**src/rtl/tick_gen.sv**
```systemverilog
// tick_gen: NUM_CH independent programmable dividers, each producing a one-cycle tick and a square wave.
// Define TICK_GEN_STEP_EN to add pause/single-step control of channel 0.
module tick_gen #(
  parameter int NUM_CH = 2,
  parameter int CNT_W  = 24,
  parameter logic [NUM_CH*CNT_W-1:0] DEF_DIVS = {24'd1666667, 24'd5000}
) (
  input  logic                    clk,
  input  logic                    reset,
  input  logic [NUM_CH-1:0]       en,
  input  logic                    wr_en,
  input  logic [2:0]              wr_ch,
  input  logic [CNT_W-1:0]        wr_div,
  input  logic                    pause,
  input  logic                    step,
  output logic [NUM_CH-1:0]       tick,
  output logic [NUM_CH-1:0]       sq,
  output logic [NUM_CH*CNT_W-1:0] div_q
);

  logic step_rise;

`ifdef TICK_GEN_STEP_EN
  logic step_q, step_d;

  always_comb step_d = step;

  always_ff @(posedge clk) begin
    if (reset) step_q <= 1'b0;
    else       step_q <= step_d;
  end

  assign step_rise = step & ~step_q;
`else
  logic unused_ok;
  assign unused_ok = ^{pause, step};
  assign step_rise = 1'b0;
`endif

  // A divisor of 0 or 1 both mean "tick on every enabled cycle".
  function automatic logic at_wrap(input logic [CNT_W-1:0] cnt, input logic [CNT_W-1:0] dv);
    return (dv <= CNT_W'(1)) || (cnt >= dv - CNT_W'(1));
  endfunction

  for (genvar c = 0; c < NUM_CH; c++) begin : g_ch
    logic [CNT_W-1:0] cnt_q, cnt_d;
    logic [CNT_W-1:0] per_q, per_d;
    logic             tick_q, tick_d;
    logic             sq_q, sq_d;
    logic             sel, hold;

    assign sel = wr_en && (wr_ch == 3'(c));

`ifdef TICK_GEN_STEP_EN
    assign hold = (c == 0) && pause;
`else
    assign hold = 1'b0;
`endif

    always_comb begin
      cnt_d  = cnt_q;
      per_d  = per_q;
      tick_d = 1'b0;
      sq_d   = sq_q;
      if (sel) begin
        per_d = wr_div;
        cnt_d = '0;
      end else if (hold) begin
        if (step_rise) begin
          tick_d = 1'b1;
          sq_d   = ~sq_q;
        end
      end else if (en[c]) begin
        if (at_wrap(cnt_q, per_q)) begin
          cnt_d  = '0;
          tick_d = 1'b1;
          sq_d   = ~sq_q;
        end else begin
          cnt_d = cnt_q + CNT_W'(1);
        end
      end
    end

    always_ff @(posedge clk) begin
      if (reset) begin
        cnt_q  <= '0;
        per_q  <= DEF_DIVS[c*CNT_W +: CNT_W];
        tick_q <= 1'b0;
        sq_q   <= 1'b0;
      end else begin
        cnt_q  <= cnt_d;
        per_q  <= per_d;
        tick_q <= tick_d;
        sq_q   <= sq_d;
      end
    end

    assign tick[c]                  = tick_q;
    assign sq[c]                    = sq_q;
    assign div_q[c*CNT_W +: CNT_W]  = per_q;
  end

endmodule
```
**config.mk**
```make
export PLATFORM = sky130hd
export DESIGN_NAME = tick_gen
export DESIGN_NICKNAME = d
export VERILOG_FILES = /design/src/rtl/tick_gen.sv
export SDC_FILE = /design/constraint.sdc
export NUM_CORES = 1
export LEC_CHECK = 0
export ABC_AREA = 1
export CAP_MARGIN = 25
export CORE_UTILIZATION = 57
export CTS_CLUSTER_DIAMETER = 80
export DETAILED_ROUTE_END_ITERATION = 16
export HOLD_SLACK_MARGIN = 0.08
export MAX_ROUTING_LAYER = met4
export PLACE_DENSITY = 0.82
export SLEW_MARGIN = 20
export SYNTH_ARGS = -nofsm -noshare
export SYNTH_HDL_FRONTEND = slang
export SYNTH_SLANG_ARGS = --single-unit
```
**constraint.sdc**
```tcl
create_clock -name clk -period 3.7 [get_ports clk]
set_input_delay 0.925 -clock clk [delete_from_list [all_inputs] [get_ports clk]]
set_output_delay 0.925 -clock clk [all_outputs]
set_load 0.01 [all_outputs]
```
==> results of run 1 <==
-- final cells by class --
| class | instances | area share [%] |
|---|---|---|
| Multi-Input combinational cell | 694 | 52.6 |
| Sequential cell | 100 | 25.2 |
| Timing Repair Buffer | 88 | 11.1 |
| Clock inverter | 4 | 0.315 |
| Clock buffer | 12 | 3.10 |
| Inverter | 115 | 5.47 |
| Tap cell | 143 | 2.25 |
-- worst max path at each step --
stage	start	slack [ns]	end	cells past startpoint
6_report	g_ch[1].per_q[0]	0.43	g_ch[1].cnt_q[20]	20
5_1_grt	g_ch[1].per_q[0]	0.20	g_ch[1].cnt_q[11]	20
4_1_cts	g_ch[1].per_q[0]	0.44	g_ch[1].cnt_q[20]	20
3_5_place_dp	g_ch[1].per_q[0]	0.46	g_ch[1].cnt_q[20]	20
3_3_place_gp	g_ch[1].per_q[0]	0.52	g_ch[1].cnt_q[20]	20
2_1_floorplan	g_ch[1].per_q[0]	0.92	g_ch[1].cnt_q[20]	20
-- kinds of logic (layout without fill, tap and decap cells) --
logic type,count (synthesis),in the layout,synth area share [%]
flops,100,100,29.6
fa+ha+maj,54,54,10.0
buf+inv,137,219,8.56
compound gates,100,100,8.26
simple gates,478,478,35.5
xor+xnor,62,62,8.04
-- per-layer routing --
layer,routed length (um),vias to the layer above
met1,7580,2760
met4,236,0
met2,6840,138
met5,0,-
li1,-,3144
met3,863,15
-- placed cells by master, fill, tap and decap left out, types with 2 or more instances in the layout --
cell type	count
nand2_1	207
nor2_1	115
inv_1	111
dfxtp_1	100
clkdlybuf4s50_1	83
ha_1	54
xor2_1	52
a21oi_1	43
nand3_1	38
nor2_2	32
o21ai_0	32
nor2_4	28
nand4_1	17
o211ai_1	12
xnor2_1	10
nor3_1	9
clkbuf_16	9
nand2_2	8
nand2_4	6
nor4_1	5
nand3_2	4
clkinv_2	4
o22ai_1	4
buf_4	4
o21a_1	3
nand3_4	3
nand4_2	2
o21ai_1	2
clkbuf_1	2
clkinvlp_4	2
-- worst register-to-register path, delay by kind of cell, from the launching register on --
kind	cells	cell delay, ns
simple gates	14	1.73
fa+ha+maj	2	0.51
buf+inv	3	0.39
flops	1	0.36
xor+xnor	1	0.15
-- where the power goes --
part           switching [uW]  leakage, uW  internal (uW)
combinational             143      0.00259            116
clock                     416     0.000129            473
sequential               31.6     0.000810           1100
total                     590      0.00353           1690
-- cells in the mapped netlist --
cell and instances:
o21ai_0 32, a21oi_1 43, nand2_4 6, buf_1 1
nand2_1 207, dfxtp_1 100, clkinv_1 1, nand4_4 1
clkinv_2 2, ha_1 54, o21a_1 3, a21o_1 1
o21bai_2 1, o211ai_1 12, o21ai_1 2, nand3_1 38
nor4_1 5, nor3_1 9, buf_12 1, nand2_8 1
clkbuf_1 12, xor2_1 52, nand3_4 3, inv_2 1
nand3_2 4, inv_1 111, o22ai_1 4, o21bai_1 1
nor3b_2 1, o32ai_1 1, nand4_1 17, nor4_2 1
nor2_1 115, xnor2_1 10, nand2_2 8, buf_6 4
nand4_2 2, nor2_4 28, nor2_2 32, buf_4 4
-- stage by stage --
step | setup WS (ns) | hold WS, ns | util, % | power [uW]
floorplan | 0.923 | 0.475 | - | 1300
global placement | 0.521 | 0.495 | 66.9 | 1410
detailed placement | 0.457 | 0.500 | 66.9 | 1410
CTS | 0.436 | 0.515 | 69.3 | 2280
global route | 0.197 | 0.559 | 69.3 | 2370
finish | 0.434 | 0.507 | 69.3 | 2280
-- flip-flops by register name, indices dropped and copies added, names as in the netlist --
name / count
g_ch.cnt_q: 48
g_ch.per_q: 48
g_ch.sq_q: 2
g_ch.tick_q: 2
==> results.cfg, run 1 <==
[outcome]
status = finished clean

[global_routing]
grtUsageTotal_pct = 27.0
grt_max_degree = 31
grt_pass1_vias = 5627
grt_overflow_total = 0
grt_pass1_wl_um = 26300
met2_usage_pct = 41.4
use_met3_pct = 4.81
top_usage_layer = met2
met1_usage_pct = 36.2
antenna_found_initial = 0

[logic_synthesis]
ys_ff_latch = 100
yosysSeqAreaShare_pct = 29.6
ys_top_cells_by_area = dfxtp_1, nand2_1, ha_1
yosysWarnings = 0
syn_nets = 1019
synth.distinct_cells = 40
synth_top_area_share_pct = 29.6
synth_top_area_cell = dfxtp_1
synthCells = 931
syn_area_mm2 = 0.00676
syn_area_per_cell_um2 = 7.26

[sta]
hold_viol = 0
drv_slew = 0
max_freq_mhz = 306
setup_viol = 0
worstMarginPinSlew_ns = 0.667
period_needed_ns = 3.27
skew_ns = 0.00904
slew_headroom_pct = 55.3
rsz0062_at_grt = false
finalSetupTns_ns = 0
fin_crit_sh_pct = 88.3

[critical_path]
worstSetupPathType = reg -> reg
slowest_stage = dfxtp_1
crit_path_max_fanout = 17
r2r_cells = 20
endpoint_kind = flip-flop
crit_top_cell = nand4_1
worstReg2RegStart = g_ch[1].per_q[0]
cp_slowest_stage_delay_ns = 0.36
crit_chain = inv_1 -> ha_1 -> nand2_4 -> nor2_4 -> nand4_1 -> nor2_2 -> nand4_1 -> xor2_1 -> inv_1 -> ha_1 -> nand2_1 -> nor2_1 -> nand4_1 -> nor2_1 -> nand2_1 -> nand3_4 -> nand2_4 -> nand2_2 -> buf_12 -> nor2_2
crit_buf_inv = 3
r2r-end = g_ch[1].cnt_q[20]
required_ns = 3.95
rrSetupSlack_ns = 0.43
crit_family = simple AND/OR/NAND/NOR gates
startpoint_type = flip-flop
crit_arrival_ns = 3.52

[detailed_routing]
wl_um = 15500
postRouteAntennaNets = 0
initialDrtViolationCount = 301
vias = 6057
wl_per_cell_um = 13.4
drtPass1Iterations = 5
drc_errors = 0
vias_per_cell = 5.24

[hold_path]
hold_depth = 2
whs_endpoint = g_ch[0].sq_q
hold_start = g_ch[0].sq_q
hold_path_class = reg -> reg

[die]
die_area_mm2 = 0.0123
io_pins = 86
fp.dieH_um = 111
rows = 39
die_w_um = 111
initial_utilization_pct = 58.9
core_region_area_mm2 = 0.0115

[clock_tree]
hold_buffers = 0
cts_num_sinks = 100
clk_path_buf_depth = 2
cts_tree = done
post_cts_buffers = 0
numCtsBuffers = 9
ctsRootBufferMaster = clkbuf_16
insertion_delay_ns = 0.36
htreeDepth = 3
clkTransAtPathRegs_ns = 0.07
cts_resized = 0

[final_layout]
stdcell_area_mm2 = 0.00794
antenna_cells = 0
syn2layout_area_growth_pct = 17.6
nets = 1096
layoutNonFillerInstCount = 1156
fillers = 965
multi_input_area_mm2 = 0.00418
drive_gt1_share_pct = 10.9
seqCellArea_mm2 = 0.00200

[place]
place_inst = 1140
io_buffers = 83
place_area_mm2 = 0.00767
place_congestion = 0.907
place_hpwl_um = 11900

[pwr]
power_density_mw_per_mm2 = 287
power.static_leakage_uw = 0.00353
peakVddDrop_mv = 0.173

[job]
maxCapViolations = 0
Power figures use the tool's default switching activity.
==> inputs of run 2 (changes only) <==
- CORE_UTILIZATION: 57 -> 50
- PLACE_DENSITY: 0.82 -> 0.73
==> run 2 against run 1 <==
- worst hold slack improved by 0.0026 ns
- clock power rose by 2.9%
- via count fell by 0.48%
- critical path type unchanged
- non-clock buffer count did not move
- count of clock-buffer cells in the layout rose by 3
- cell count rose by 2.9%
- largest power group unchanged
- first-iteration DRC count rose by 40%
- sequential power barely moved
- largest cell class unchanged
- setup slack improved by 0.069 ns
==> results.cfg, run 2 (same netlist as run 1, synthesis figures left out) <==
[detailed_routing]
wl_met2_um = 6580
vias_per_cell = 5.07
top_layer = met4
drtPass1Iterations = 5
postRouteAntennaNets = 0
wl_per_cell_um = 13.0
met3_length_um = 838
initialDrtViolationCount = 422
drc_errors = 0
vias = 6028
wl_um = 15400
met1_length_um = 7820

[hold_path]
hold_path_class = reg -> reg
hold_depth = 2
whs_endpoint = g_ch[1].sq_q
hold_start = g_ch[1].sq_q

[place]
io_buffers = 83
place_inst = 1173
place_hpwl_um = 12000
place_congestion = 0.885
place_area_mm2 = 0.00771

[clock_tree]
cts_num_sinks = 100
cts_resized = 0
clkTransAtPathRegs_ns = 0.07
hold_buffers = 0
insertion_delay_ns = 0.35
ctsRootBufferMaster = clkbuf_16
clk_path_buf_depth = 2
numCtsBuffers = 9
cts_tree = done
post_cts_buffers = 0
htreeDepth = 3

[pwr]
p_int_uw = 1730
pwr-share-comb_pct = 11.3
switching_share_pct = 25.1
seqPwrFrac_pct = 49.1
power_density_mw_per_mm2 = 288
pwr-share-clk_pct = 39.7
p_sw_uw = 577
power.static_leakage_uw = 0.00354
total_power_uw = 2300
peakVddDrop_mv = 0.256

[sta]
hold_viol = 0
rsz0062_at_grt = false
finalSetupTns_ns = 0
worstMarginPinSlew_ns = 0.705
hold_ws_ns = 0.510
slew_headroom_pct = 52.7
fin_crit_sh_pct = 86.4
drv_slew = 0
period_needed_ns = 3.20
setup_viol = 0
skew_ns = 0.00624
max_freq_mhz = 313

[global_routing]
grt_max_degree = 38
grt_overflow_total = 0
grt_pass1_wl_um = 25900
grt_pass1_vias = 5348
antenna_found_initial = 0
grtUsageTotal_pct = 23.7

[final_layout]
layoutNonFillerInstCount = 1189
largestRegisters = g_ch.cnt_q: 48 flops, g_ch.per_q: 48 flops
nets = 1096
seqCellArea_mm2 = 0.00200
final_cell_mix = nand2_1, nor2_1, inv_1
syn2layout_area_growth_pct = 18.4
antenna_cells = 0
stdcell_area_mm2 = 0.00800
multi_input_area_mm2 = 0.00418
final_common_cell = nand2_1
fillers = 1260
drive_gt1_share_pct = 10.8

[critical_path]
r2r_cells = 20
required_ns = 3.94
startpoint_type = flip-flop
worstReg2RegStart = g_ch[1].per_q[0]
endpoint_kind = flip-flop
crit_path_max_fanout = 20
rrSetupSlack_ns = 0.50
worstSetupPathType = reg -> reg
r2r-end = g_ch[1].cnt_q[10]
crit_arrival_ns = 3.44

[job]
maxCapViolations = 0

[outcome]
status = finished clean

[die]
die_area_mm2 = 0.0140
initial_utilization_pct = 51.2
io_pins = 86
rows = 42
die_w_um = 118
core_region_area_mm2 = 0.0132
fp.dieH_um = 118
[run 2: cell type report]
type | instances | share of cell area (%)
sequential | 100 | 25.0
timing repair buffer | 88 | 11.0
clock buffer | 15 | 3.47
multi-input combinational | 694 | 52.2
tap | 176 | 2.75
inverter | 115 | 5.43
clock inverter | 1 | 0.0626
[run 2: worst max-delay path: stages (launching register included)]
cell and delay (ns):
dfxtp_1 0.36, inv_1 0.15, ha_1 0.25, nand2_4 0.09, nor2_4 0.15, nand4_1 0.16, nor2_2 0.18, nand4_1 0.13
xor2_1 0.15, inv_1 0.06, ha_1 0.26, nand2_1 0.06, nor2_1 0.16, nand4_1 0.14, nor2_1 0.13, nand2_1 0.11
nand3_4 0.13, nand2_4 0.07, nand2_2 0.10, buf_12 0.18, nor2_2 0.05
[run 2: worst max-delay path by stage]
| stage | startpoint | end | slack, ns | cells after the start |
|---|---|---|---|---|
| 2_1_floorplan | g_ch[1].per_q[0] | g_ch[1].cnt_q[20] | 0.92 | 20 |
| 4_1_cts | g_ch[1].per_q[0] | g_ch[1].cnt_q[20] | 0.48 | 20 |
| 3_5_place_dp | g_ch[1].per_q[0] | g_ch[1].cnt_q[20] | 0.50 | 20 |
| 3_3_place_gp | g_ch[1].per_q[0] | g_ch[1].cnt_q[20] | 0.57 | 20 |
| 6_report | g_ch[1].per_q[0] | g_ch[1].cnt_q[10] | 0.50 | 20 |
| 5_1_grt | g_ch[1].per_q[0] | g_ch[1].cnt_q[10] | 0.13 | 20 |
[run 2: per-stage QoR]
step,worst slack [ns],utilization [%]
after floorplan,0.923,-
after global routing,0.132,60.6
final,0.503,60.6
after CTS,0.481,60.6
after detailed placement,0.497,58.5
after global placement,0.573,58.5
[run 2: power groups by stage]
stage / clock network [uW] / registers, uW / logic, uW
floorplan: 0 / 1150 / 147
global placement: 0 / 1160 / 254
global route: 974 / 1130 / 289
finish: 914 / 1130 / 259
CTS: 928 / 1130 / 260
detailed placement: 0 / 1150 / 257
[run 2: per-layer routing]
metal	up-vias	global-route usage [%]
li1	3130	-
met1	2750	33.3
met2	136	34.7
met3	12	3.62
met4	0	7.45
met5	-	-
